### config.mk
export PLATFORM = sky130hd
export DESIGN_NAME = cardinal_fetch
export DESIGN_NICKNAME = d
export VERILOG_FILES = /design/src/rtl/cardinal_pkg.sv /design/src/rtl/cardinal_if_id_reg.sv /design/src/rtl/cardinal_fetch.sv
export SDC_FILE = /design/constraint.sdc
export NUM_CORES = 1
export LEC_CHECK = 0
export CORE_MARGIN = 2
export CORE_UTILIZATION = 48
export CTS_CLUSTER_SIZE = 8
export DETAILED_ROUTE_END_ITERATION = 10
export PLACE_DENSITY = 0.86
export SLEW_MARGIN = 20
export SYNTH_ARGS = -nofsm -noshare
export SYNTH_HDL_FRONTEND = slang
export SYNTH_HIERARCHICAL = 1
export SYNTH_SLANG_ARGS = --single-unit
### constraint.sdc
create_clock -name clk -period 4.9 [get_ports clk]
set_input_delay 1.225 -clock clk [delete_from_list [all_inputs] [get_ports clk]]
set_output_delay 1.225 -clock clk [all_outputs]
set_load 0.05 [all_outputs]
### src/rtl/cardinal_pkg.sv
// Shared definitions for the Cardinal fetch slice: datapath widths, the
// end-of-program NOP encoding and the instruction memory address window.
// Bit vectors use big-endian numbering: bit 0 is the MSB, bit 31 the LSB.
package cardinal_pkg;

   localparam int PC_W          = 32;
   localparam int INSTR_W       = 32;
   localparam int IMEM_ADDR_LSB = 21;
   localparam int IMEM_ADDR_MSB = 29;

   localparam logic [0:INSTR_W-1] INSTR_NOP = 32'h0000_0000;

   // Word-align a fetch address by clearing the byte-offset bits below the
   // instruction memory word index.
   function automatic logic [0:PC_W-1] alignPc(input logic [0:PC_W-1] addr);
      logic [0:PC_W-1] aligned;
      aligned = addr;
      aligned[IMEM_ADDR_MSB+1:PC_W-1] = '0;
      return aligned;
   endfunction

endpackage

### src/rtl/cardinal_if_id_reg.sv
// IF/ID pipeline register: instruction, its address and a valid flag.
// Control priority is flush > hold > load. A flush turns the slot into a
// bubble (valid=0, instr=0) while keeping the last address for reference.
module cardinal_if_id_reg
   import cardinal_pkg::*;
(
   input  logic               clk,
   input  logic               reset,
   input  logic               flush,
   input  logic               hold,
   input  logic               load,
   input  logic [0:INSTR_W-1] instrIn,
   input  logic [0:PC_W-1]    pcIn,
   output logic [0:INSTR_W-1] instr,
   output logic [0:PC_W-1]    pc,
   output logic               valid
);

   // Pipeline slot update: bubble on flush, freeze on hold, capture on load.
   always_ff @(posedge clk or negedge reset) begin
      if (!reset) begin
         instr <= '0;
         pc    <= '0;
         valid <= 1'b0;
      end else if (flush) begin
         instr <= '0;
         valid <= 1'b0;
      end else if (hold) begin
         instr <= instr;
      end else if (load) begin
         instr <= instrIn;
         pc    <= pcIn;
         valid <= 1'b1;
      end
   end

endmodule

### src/rtl/cardinal_fetch.sv
// Cardinal instruction fetch stage. Owns the program counter, presents it to
// the combinational instruction memory and captures the returned word into
// the IF/ID register.
// Optional feature: define CARDINAL_FETCH_HALT_EN to freeze fetch after an
// all-zero NOP is fetched (halted becomes a register); otherwise halted is 0.
//
// Flow control: stall is the decode stage's "not ready". On any edge where
// stall=1 the IF/ID slot and pc hold, so a word presented with valid=1 stays
// until an edge with stall=0 consumes it. redirect_en overrides stall and
// replaces the slot with a bubble. All three controls are sampled on posedge
// only; every output is a register.
module cardinal_fetch
   import cardinal_pkg::*;
#(
   parameter logic [0:PC_W-1] RESET_PC = 32'h0000_0000,
   parameter int unsigned     PC_STEP  = 4
) (
   input  logic               clk,
   input  logic               reset,
   output logic [0:PC_W-1]    pc,
   input  logic [0:INSTR_W-1] instr_in,
   input  logic               stall,
   input  logic               redirect_en,
   input  logic [0:PC_W-1]    redirect_pc,
   output logic [0:INSTR_W-1] if_id_instr,
   output logic [0:PC_W-1]    if_id_pc,
   output logic               if_id_valid,
   output logic               halted
);

   logic [0:PC_W-1] pcReg;
   logic            slotFlush;
   logic            slotHold;
   logic            slotLoad;

   assign pc = pcReg;

`ifdef CARDINAL_FETCH_HALT_EN
   logic haltedReg;
   logic nopFetched;

   assign halted     = haltedReg;
   assign nopFetched = (instr_in == INSTR_NOP);

   // PC and halt state: redirect > stall > halted > fetch; a fetched NOP
   // sets halted and leaves pc pointing at it.
   always_ff @(posedge clk or negedge reset) begin
      if (!reset) begin
         pcReg     <= RESET_PC;
         haltedReg <= 1'b0;
      end else if (redirect_en) begin
         pcReg     <= alignPc(redirect_pc);
         haltedReg <= 1'b0;
      end else if (stall || haltedReg) begin
         pcReg     <= pcReg;
      end else if (nopFetched) begin
         haltedReg <= 1'b1;
      end else begin
         pcReg     <= pcReg + PC_W'(PC_STEP);
      end
   end
`else
   assign halted = 1'b0;

   // PC update: redirect > stall > sequential fetch; addition wraps mod 2^32.
   always_ff @(posedge clk or negedge reset) begin
      if (!reset) begin
         pcReg <= RESET_PC;
      end else if (redirect_en) begin
         pcReg <= alignPc(redirect_pc);
      end else if (!stall) begin
         pcReg <= pcReg + PC_W'(PC_STEP);
      end
   end
`endif

   // IF/ID slot control derived from the same priority order as the pc.
   always_comb begin
      slotFlush = redirect_en | (!stall & halted);
      slotHold  = !redirect_en & stall;
      slotLoad  = !redirect_en & !stall & !halted;
   end

   cardinal_if_id_reg ifIdReg (
      .clk     (clk),
      .reset   (reset),
      .flush   (slotFlush),
      .hold    (slotHold),
      .load    (slotLoad),
      .instrIn (instr_in),
      .pcIn    (pcReg),
      .instr   (if_id_instr),
      .pc      (if_id_pc),
      .valid   (if_id_valid)
   );

endmodule

# --- Word level (Yosys, flattened, before mapping) ---
# Cells that the tools add are included.
# Widths: inputs -> output; s select.
totals:
  reg_bits: 97
  out_inout_bits: 98
classes:
  add_sub_neg: 1
  n_eq_ne: 2
  muxes: 8
  bitwise_logic: 4
  reduce_logical: 5
op_table:
  columns: ["cell", "count"]
  rows:
  - ["$mux 32", 5]
  - ["$add 32x3->32 const B", 1]
  - ["$mux 1", 3]
  - ["$reduce_and 3->1", 1]
  - ["$and 1x1->1", 2]
  - ["$logic_not 1->1", 2]
  - ["$ne 2x1->1 const B", 1]
  - ["$ne 2x2->1 const B", 1]
  - ["$not 1->1", 2]
  - ["$reduce_and 2->1", 1]
  - ["$reduce_bool 2->1", 1]

# --- Depth between registers and ports, before layout ---
# Gate-level depths: netlist (run 1).
depth:
  ltp_word: 5
  mapped_depth: 8
  ltp_nobuf: 5

# --- Modules after synthesis ---
# Netlist (run 1), hierarchy kept.
modules_own_cells:
  columns: ["mod", "n_inst", "cells_per_inst", "area_each_um2", "seq_area_each_um2"]
  rows:
  - ["cardinal_if_id_reg", 1, 213, 2671.3, 1626.6]
  - ["cardinal_fetch", 1, 206, 1814.2, 750.7]

# --- Worst setup path before layout (run 1) ---
# Ideal clock, no wire load.
synth_path:
  path_type: "input to register"
  start: "in stall"
  end: "reg, netlist name pc[0]"
  setup_time_ps: 82
  arrival_time_ps: 2874
  required_time_ps: 4818
  setup_slack_ps: 1944
  path_stages: 6
  path_buffers: 2
  path_cell_list: "buf_2 > nand4b_4 > or4_4 > buf_6 > or4_1 > a31oi_1"
synth_lines:
  columns: ["item", "line_no", "text"]
  rows:
  - ["start: declaration", "cardinal_fetch.sv:22", "input logic stall,"]

# --- Final worst setup path (run 1) ---
layout_path:
  start: "in stall"
  end: "reg ifIdReg/pc[31] (netlist name)"
layout_via:
  elab_chain_len: 3
  word_cells_on_any_way: 5
layout_rtl:
  columns: ["item", "line_no", "text"]
  rows:
  - ["$and 1x1->1", "cardinal_fetch.sv:80", "slotHold = !redirect_en & stall;"]
  - ["named net slotHold", "cardinal_fetch.sv:33", "logic slotHold;"]
  - ["$not 1->1 (no source line)", null, null]
  - ["$reduce_and 3->1 (no source line)", null, null]
  - ["end signal: assignment", "cardinal_if_id_reg.sv:32", "pc <= pcIn;"]
  - ["end: declaration", "cardinal_if_id_reg.sv:15", "output logic [0:PC_W-1] pc,"]
# The timed path passes the listed nets, and every way through them passes these cells.
# A chain may end at the register's enable or synchronous reset.

==> results of run 1 <==
[per-stage QoR]
stage                     power [uW]  util [%]  cell area, sq um  setup WS, ns
after detailed placement        1850      66.1              6050          1.29
after floorplan                 1530         -              4500          1.94
after global placement          1830      66.1              6050          1.37
after CTS                       2380      68.3              6250          1.68
after global routing            2460      68.4              6260          1.54
final                           2360      68.4              6260          1.66
[cell usage after synthesis]
master / n
xor2_1: 4
buf_2: 10
nor2_8: 1
buf_6: 2
or4_4: 1
or3_2: 2
mux2_4: 30
nor3_1: 3
nand4_1: 5
o31a_1: 2
mux2i_1: 1
buf_4: 3
or3_1: 1
and2b_1: 1
or4_1: 15
and2_1: 2
conb_1: 1
and4b_2: 1
a21oi_1: 32
nand3_1: 10
xnor2_1: 8
nand2b_4: 1
nor2b_1: 2
nand2b_1: 1
clkbuf_1: 12
mux2_2: 2
buf_12: 3
nand4b_4: 2
o31ai_1: 13
ha_1: 1
inv_1: 4
and4_1: 3
or2_0: 1
o21ai_0: 16
nand2_1: 87
nor2_1: 22
dfrtp_1: 95
and3_1: 1
a31oi_1: 16
nor4_1: 2
[layer usage]
layer / GRT usage [%] / routed length [microns] / part of all wire [%]
met3: 3.68 / 405 / 3.6
met4: 8.32 / 181 / 1.6
met2: 36.9 / 5770 / 52
met1: 29.3 / 4810 / 43
met5: 0 / 0 / 0
[flip-flops by register name, indices dropped and copies added (netlist names)]
name / count
pc: 30
ifIdReg/instr: 32
ifIdReg/valid: 1
ifIdReg/pc: 32
[how the worst max path moves through the flow]
stage	end	depth (start not counted)	startpoint	slack [ns]
2_1_floorplan	pc[0]$_DFFE_PN0N_	6	stall	1.94
3_3_place_gp	ifIdReg/pc[0]$_DFFE_PN0P_	5	stall	1.37
5_1_grt	ifIdReg/pc[0]$_DFFE_PN0P_	5	stall	1.54
6_report	ifIdReg/pc[31]$_DFFE_PN0P_	5	stall	1.66
4_1_cts	ifIdReg/pc[31]$_DFFE_PN0P_	5	stall	1.68
3_5_place_dp	ifIdReg/pc[31]$_DFFE_PN0P_	5	stall	1.29
[cell usage in the layout, fill, tap and decap left out, drive strengths merged, types with 11 or more instances in the layout]
cell type | synthesis | final
clkbuf | 12 | 11
o21ai | 16 | 16
a21oi | 32 | 32
nand2 | 87 | 87
nor2 | 23 | 23
o31ai | 13 | 13
dfrtp | 95 | 95
a31oi | 16 | 16
or4 | 16 | 16
clkdlybuf4s50 | 0 | 158
mux2 | 32 | 32
[power breakdown]
part	switching, uW	total [uW]	internal [uW]
combinational	524	859	334
sequential	88.1	973	884
clock	268	531	263
total	880	2360	1480
[cells by family (layout without fill, tap and decap cells)]
kind of cell	Yosys count	after routing	share of synthesized area, %
and+or+nand+nor	164	164	18.6
DFF	95	95	53.0
AOI/OAI and AO/OA	79	79	10.2
buffers and inverters	34	181	4.80
muxes	33	33	10.8
xor gates and xnor gates	12	12	2.34
adders and majority gates	1	1	0.279
other	1	5	0.0836
[cell type report]
cell class	instances	area, sq um	share of cell area [%]
sequential	95	2380	38.0
inverter	4	15.0	0.240
clock buffer	11	151	2.42
tap	111	139	2.22
multi-input combinational	294	1910	30.5
clock inverter	4	55.1	0.880
timing repair buffer	162	1610	25.7
[critical path: cells and delay by family]
kind / cells / cell delay (ns)
buffers and inverters: 1 / 0.55
multiplexers: 1 / 0.41
AND/OR/NAND/NOR: 3 / 1.25
==> impl_metrics.csv, run 1 <==
group,metric,value,unit
status,outcome,"completed",
sta,tns,0,ns
synth,synthCells,419,
route,wirelength,11200,microns
global_routing,antenna_found_initial,0,
sta,fin_skew,0.0140,ns
hold_path,hold_end,"ifIdReg/valid$_DFFE_PN0P_",
sta,rsz0062_at_grt,"no",
synth,synth_top_area_share,53.0,%
global_routing,grt_first_pass_wirelength,17700,microns
layout,syn_to_final_growth,39.5,%
global_routing,grt_pass1_vias,3544,
setup_path,crit_required,5.13,ns
route,routedWlPerCell,16.4,microns
global_routing,grt_overflow,0,
floorplanning,num_rows,35,
placement,hpwlAfterDp,7940,microns
hold_path,hp-class,"reg2reg",
floorplanning,initial_core_util,49.0,%
sta,worst_pin_slew,0.877,ns
setup_path,crit_fanout,33,
floorplanning,die_x,101,microns
synth,yosys.area.top_type,"dfrtp_1",
sta,slew_headroom,41.4,%
cts,post_cts_resized,0,
hold_path,holdPathStages,2,
setup_path,cpMaxStageDelayCell,"nor2_8",
sta,hold_violations,0,
sta,min_period,3.24,ns
cts,cts-htree-levels,3,
sta,period_share,66.0,%
cts,root_buffer,"clkbuf_8",
floorplanning,num_io_pins,166,
job,maxCapViolations,0,
route,first_pass_iters,4,
layout,final_nets,635,
layout,antenna_cells,0,
hold_path,hold_path.startpoint,"ifIdReg/valid$_DFFE_PN0P_",
setup_path,path_cells,"clkdlybuf4s50_1 -> nor2b_1 -> nand2b_4 -> nor2_8 -> mux2_2",
setup_path,r2r-start,"pc[29]$_DFFE_PN0N_",
setup_path,cp_slowest_stage_delay,0.69,ns
setup_path,path_class,"in2reg",
synth,synth.distinct_cells,40,
sta,slew_viol_final,0,
layout,drive_gt1_share,10.5,%
floorplanning,die-area,10100,sq um
placement,io_buffers,160,
setup_path,end_kind,"flip-flop",
cts,cts_sinks,95,
route,vias,3640,
layout,fill_cells,690,
setup_path,reg2reg_depth,5,
synth,synth_area,4490,sq um
synth,syn_area_per_cell,10.7,sq um
cts,numCtsBuffers,9,
global_routing,grt.total_usage,22.2,%
synth,ys_ff_latch,95,
route,drc,0,
route,ant_nets,0,
cts,cts_setup_buffers,0,
route,first_iter_violations,164,
setup_path,startpoint_type,"primary input",
power,leakage,0.00254,uW
setup_path,crit_arrival,3.47,ns
route,viasPerCell,5.35,
cts,hold_buffers,0,
floorplanning,core,9150,sq um
layout,finalNonFillerCells,681,
synth,synthTopCellsByArea,"dfrtp_1 53%, mux2_4 10%, nand2_1 7.3%, a21oi_1 3.6%, or4_1 2.5%",
cts,clkTransAtPathRegs,0.09,ns
sta,setup_violations,0,
setup_path,r2r_setup_slack,2.47,ns
setup_path,timing.rr.end,"pc[5]$_DFFE_PN0N_",
sta,fmax,0.309,GHz
placement,place_congestion,0.792,
global_routing,grt_max_degree,52,
power,p_per_area,378,nW/um^2
cts,cts_tree,"done",
cts,cts.path.max_buffers,2,
floorplanning,die_h,101,microns
placement,placedCellCount,666,
synth,synth_warnings,6,
cts,insertion_delay,0.35,ns
sta,whs,0.505,ns
synth,ys_seq_area_share,53.0,%
power,ir_worst_vdd,260,uV
(Power assumes the default switching activity.)
==> run 2, diff against run 1 <==
Settings changed: CORE_UTILIZATION 48 to 45, PLACE_DENSITY 0.86 to 0.81.
Clock period 4.9 ns to 3.08 ns, I/O delays scaled along.
==> run 2 against run 1 <==
Against the previous run: clock power grew 38%; register-to-register slack lost 1.8 ns; combinational power grew 61%; cell area grew 0.90%; critical endpoint is now pc[5]$_DFFE_PN0N_; largest cell class unchanged; highest routed layer unchanged.
==> impl_metrics.csv, run 2 (synthesis results as in run 1) <==
group,metric,value,unit
layout,syn_to_final_growth,40.7,%
job,maxCapViolations,0,
sta,min_period,2.58,ns
route,first_pass_iters,4,
cts,numCtsBuffers,9,
sta,slew_viol_final,0,
cts,cts-htree-levels,3,
cts,clkTransAtPathRegs,0.09,ns
layout,seq_area,2380,sq um
power,p_seq_share,42.3,%
placement,placedCellCount,693,
floorplanning,die_x,104,microns
layout,finalNonFillerCells,708,
cts,root_buffer,"clkbuf_8",
cts,hold_buffers,0,
layout,fin_area,6310,sq um
cts,post_cts_resized,0,
cts,cts_tree,"done",
power,clkPwrFrac,20.0,%
sta,setup_ws,0.504,ns
route,viasPerCell,5.25,
layout,final_common_cell,"clkdlybuf4s50_1",
sta,fmax,0.388,GHz
layout,final_nets,640,
global_routing,grt_max_degree,49,
power,internal_power,2260,uW
route,drc,0,
global_routing,grt.total_usage,21.4,%
power,power_switching,1400,uW
setup_path,cpMaxStageDelayCell,"or4_1",
setup_path,reg2reg_depth,5,
sta,rsz0062_at_grt,"no",
setup_path,crit_fanout,9,
global_routing,grt_overflow,0,
power,p_per_area,579,nW/um^2
placement,pre_cts_slack,0.147,ns
sta,hold_violations,0,
sta,worst_pin_slew,0.892,ns
setup_path,path_class,"in2reg",
floorplanning,initial_core_util,46.1,%
power,swShare,38.2,%
power,ir_worst_vdd,421,uV
setup_path,path_cells,"clkdlybuf4s50_1 -> nand4b_4 -> or4_1 -> or4_1 -> a31oi_1",
global_routing,grt_first_pass_wirelength,18700,microns
layout,antenna_cells,0,
route,wirelength,11400,microns
layout,multi_input_area,1910,sq um
global_routing,grt_pass1_vias,3729,
sta,setup_violations,0,
placement,hpwlAfterDp,8240,microns
cts,cts_sinks,95,
sta,whs,0.424,ns
layout,mostFrequentLayoutCells,"158 x clkdlybuf4s50_1, 95 x dfrtp_1, 87 x nand2_1",
setup_path,cp_slowest_stage_delay,0.68,ns
layout,drive_gt1_share,11.0,%
floorplanning,num_io_pins,166,
placement,place_area,6140,sq um
sta,slew_headroom,40.5,%
global_routing,antenna_found_initial,0,
setup_path,crit_required,3.35,ns
layout,fill_cells,799,
layout,largestRegisters,"ifIdReg/instr: 32 flops, ifIdReg/pc: 32 flops, pc: 30 flops",
floorplanning,die_h,104,microns
cts,insertion_delay,0.35,ns
route,routedWlPerCell,16.1,microns
cts,cts_setup_buffers,0,
setup_path,end_kind,"flip-flop",
cts,cts.path.max_buffers,2,
power,pwr-share-comb,37.7,%
sta,period_share,83.6,%
placement,io_buffers,160,
hold_path,hp-class,"in2async",
route,vias,3719,
floorplanning,num_rows,36,
setup_path,crit_path_frequent_cell,"or4_1",
sta,tns,0,ns
sta,fin_skew,0.0136,ns
setup_path,crit_arrival,2.84,ns
route,first_iter_violations,174,
setup_path,startpoint_type,"primary input",
floorplanning,die-area,10800,sq um
route,ant_nets,0,
status,outcome,"completed",
power,leakage,0.00256,uW
placement,place_congestion,0.857,
floorplanning,core,9730,sq um
run 2: cell types whose count changed in the layout (fill, tap and decap cells not counted):
cell        change
and2b_1         +1
and2b_2         -1
buf_12          +2
buf_4           +3
bufinv_16       -1
clkbuf_1        +1
clkbuf_8        -1
clkinvlp_4      +1
run 2: metrics by stage:
stage	utilization, %	power, uW
global placement	63.1	2920
floorplan	-	2430
CTS	64.9	3690
global route	64.9	3820
detailed placement	63.1	2950
finish	64.9	3660
run 2: routing by layer:
metal | global-route usage [%] | part of all wire (%) | vias to the layer above
met5 | 0 | 0 | -
met2 | 34.8 | 50 | 132
met3 | 3.40 | 4.5 | 29
li1 | - | - | 1755
met4 | 10.6 | 3.3 | 0
met1 | 27.8 | 42 | 1803
run 2: cell type report:
| class | count | share of cell area [%] |
|---|---|---|
| sequential | 95 | 37.7 |
| tap | 133 | 2.64 |
| clock inverter | 4 | 0.515 |
| clock buffer | 11 | 2.24 |
| timing repair buffer | 167 | 26.5 |
| inverter | 4 | 0.238 |
| multi-input combinational | 294 | 30.2 |
run 2: final timing paths:
path	end	start	slack, ns
hold / removal	ifIdReg/pc[20]$_DFFE_PN0P_	reset	0.42
setup reg to reg	pc[5]$_DFFE_PN0N_	pc[29]$_DFFE_PN0N_	0.68
setup / recovery	pc[5]$_DFFE_PN0N_	stall	0.50
hold reg to reg	ifIdReg/valid$_DFFE_PN0P_	ifIdReg/valid$_DFFE_PN0P_	0.51
max in group asynchronous	pc[16]$_DFFE_PN0N_	reset	1.95
min in group clk	ifIdReg/valid$_DFFE_PN0P_	ifIdReg/valid$_DFFE_PN0P_	0.51
run 2: power by group through the flow:
stage / sequential (uW) / combinational [uW] / clock (uW)
floorplan: 2120 / 314 / 0
global route: 1570 / 1440 / 816
detailed placement: 1570 / 1380 / 0
global placement: 1560 / 1360 / 0
CTS: 1550 / 1390 / 756
finish: 1550 / 1380 / 732
run 2: worst max-delay path: cells and delay by family:
family | cells | cell delay (ns)
simple gates | 3 | 1.45
compound gates | 1 | 0.16
buf+inv | 1 | 0.45
==> run 3, diff against run 2 <==
Clock period 3.08 ns to 2.6 ns, I/O delays scaled along.
==> run 3 against run 2 <==
Against the previous run: critical endpoint unchanged; register-to-register slack got worse by 0.46 ns; hold slack got worse by 0.13 ns; combinational power grew 19%; via count is 0.86% higher; global-route usage is 0.42 points higher.
==> impl_metrics.csv, run 3 (synthesis results as in run 1) <==
group,metric,value,unit
sta,fmax,0.408,GHz
global_routing,grt.total_usage,21.8,%
cts,insertion_delay,0.35,ns
sta,slew_headroom,59.5,%
sta,min_period,2.45,ns
layout,finalNonFillerCells,720,
setup_path,path_class,"in2reg",
cts,clkTransAtPathRegs,0.09,ns
global_routing,grt_max_degree,49,
layout,drive_gt1_share,12.9,%
global_routing,grt_overflow,0,
route,ant_nets,0,
layout,largestRegisters,"ifIdReg/instr: 32 flops, ifIdReg/pc: 32 flops, pc: 30 flops",
route,routedWlPerCell,15.9,microns
layout,mostFrequentLayoutCells,"158 x clkdlybuf4s50_1, 95 x dfrtp_1, 87 x nand2_1",
layout,syn_to_final_growth,43.4,%
power,p_per_area,690,nW/um^2
floorplanning,num_rows,36,
sta,worst_pin_slew,0.607,ns
cts,cts.path.max_buffers,2,
cts,cts_tree,"done",
floorplanning,core,9730,sq um
power,ir_worst_vdd,446,uV
floorplanning,die_x,104,microns
layout,final_common_cell,"clkdlybuf4s50_1",
route,viasPerCell,5.21,
route,wl_met1,4840,microns
setup_path,crit_arrival,2.72,ns
cts,root_buffer,"clkbuf_8",
job,maxCapViolations,0,
floorplanning,num_io_pins,166,
cts,numCtsBuffers,9,
global_routing,grt_first_pass_wirelength,19000,microns
global_routing,antenna_found_initial,0,
sta,setup_ws,0.150,ns
setup_path,crit_fanout,8,
placement,hpwlAfterDp,8310,microns
setup_path,end_kind,"flip-flop",
layout,final_nets,651,
route,wl_met2,5850,microns
route,first_pass_iters,4,
placement,placedCellCount,704,
route,first_iter_violations,152,
sta,fin_skew,0.00668,ns
placement,pre_cts_slack,-0.220,ns
layout,fill_cells,788,
floorplanning,die_h,104,microns
cts,post_cts_resized,0,
layout,post-route-util,66.1,%
setup_path,startpoint_type,"primary input",
sta,rsz0062_at_grt,"no",
cts,hold_buffers,0,
setup_path,crit_required,2.87,ns
floorplanning,die-area,10800,sq um
floorplanning,initial_core_util,46.1,%
cts,cts_sinks,95,
cts,cts-htree-levels,3,
route,routed.top_layer,"met4",
placement,place_congestion,0.856,
sta,whs,0.290,ns
status,outcome,"completed",
power,leakage,0.00263,uW
cts,cts_setup_buffers,0,
sta,period_share,94.2,%
route,vias,3751,
sta,setup_violations,0,
hold_path,hp-class,"in2async",
placement,io_buffers,160,
route,wirelength,11400,microns
route,wl_met3,490,microns
layout,antenna_cells,0,
route,drc,0,
sta,slew_viol_final,0,
sta,hold_violations,0,
global_routing,grt_pass1_vias,3831,
-- run 3: worst paths after layout --
kind | endpoint | start | slack, ns | cells after the start
max | pc[5]$_DFFE_PN0N_ | stall | 0.15 | 5
min | ifIdReg/pc[20]$_DFFE_PN0P_ | reset | 0.29 | 1
max reg2reg | pc[5]$_DFFE_PN0N_ | pc[29]$_DFFE_PN0N_ | 0.22 | 5
min reg2reg | ifIdReg/valid$_DFFE_PN0P_ | ifIdReg/valid$_DFFE_PN0P_ | 0.50 | 2
max in group asynchronous | ifIdReg/pc[0]$_DFFE_PN0P_ | reset | 1.67 | 2
min in group clk | ifIdReg/valid$_DFFE_PN0P_ | ifIdReg/valid$_DFFE_PN0P_ | 0.50 | 2
-- run 3: layout make-up --
type | count | area [sq um] | share of cell area (%)
flip-flops and latches | 95 | 2380 | 37.0
multi-input cells | 294 | 1910 | 29.7
repair buffers | 178 | 1770 | 27.5
well taps | 133 | 166 | 2.59
clock buffers | 10 | 138 | 2.14
clock inverters | 6 | 60.1 | 0.934
inverters | 4 | 15.0 | 0.233
-- run 3: worst max-delay path: stages --
cell and delay, ns:
clkdlybuf4s50_1 0.46, nand4b_4 0.23, or4_1 0.65, or4_1 0.55, a31oi_1 0.18
-- run 3: where the power goes --
group	switching (uW)	internal, uW
sequential	166	1670
clock	502	466
combinational	992	646
total	1660	2780
-- run 3: metal layers --
metal  vias up  track usage [%]
li1       1783                -
met1      1824             27.8
met2       126             37.2
met3        18             3.08
met4         0             9.17
met5         -                0
-- run 3: through the flow --
step / total power [uW] / area, sq um / TNS, ns
3_5_place_dp: 3500 / 6230 / -1.61
3_3_place_gp: 3470 / 6230 / -0.996
6_report: 4440 / 6430 / 0
4_1_cts: 4480 / 6430 / 0
2_1_floorplan: 2880 / 4500 / 0
5_1_grt: 4620 / 6430 / 0
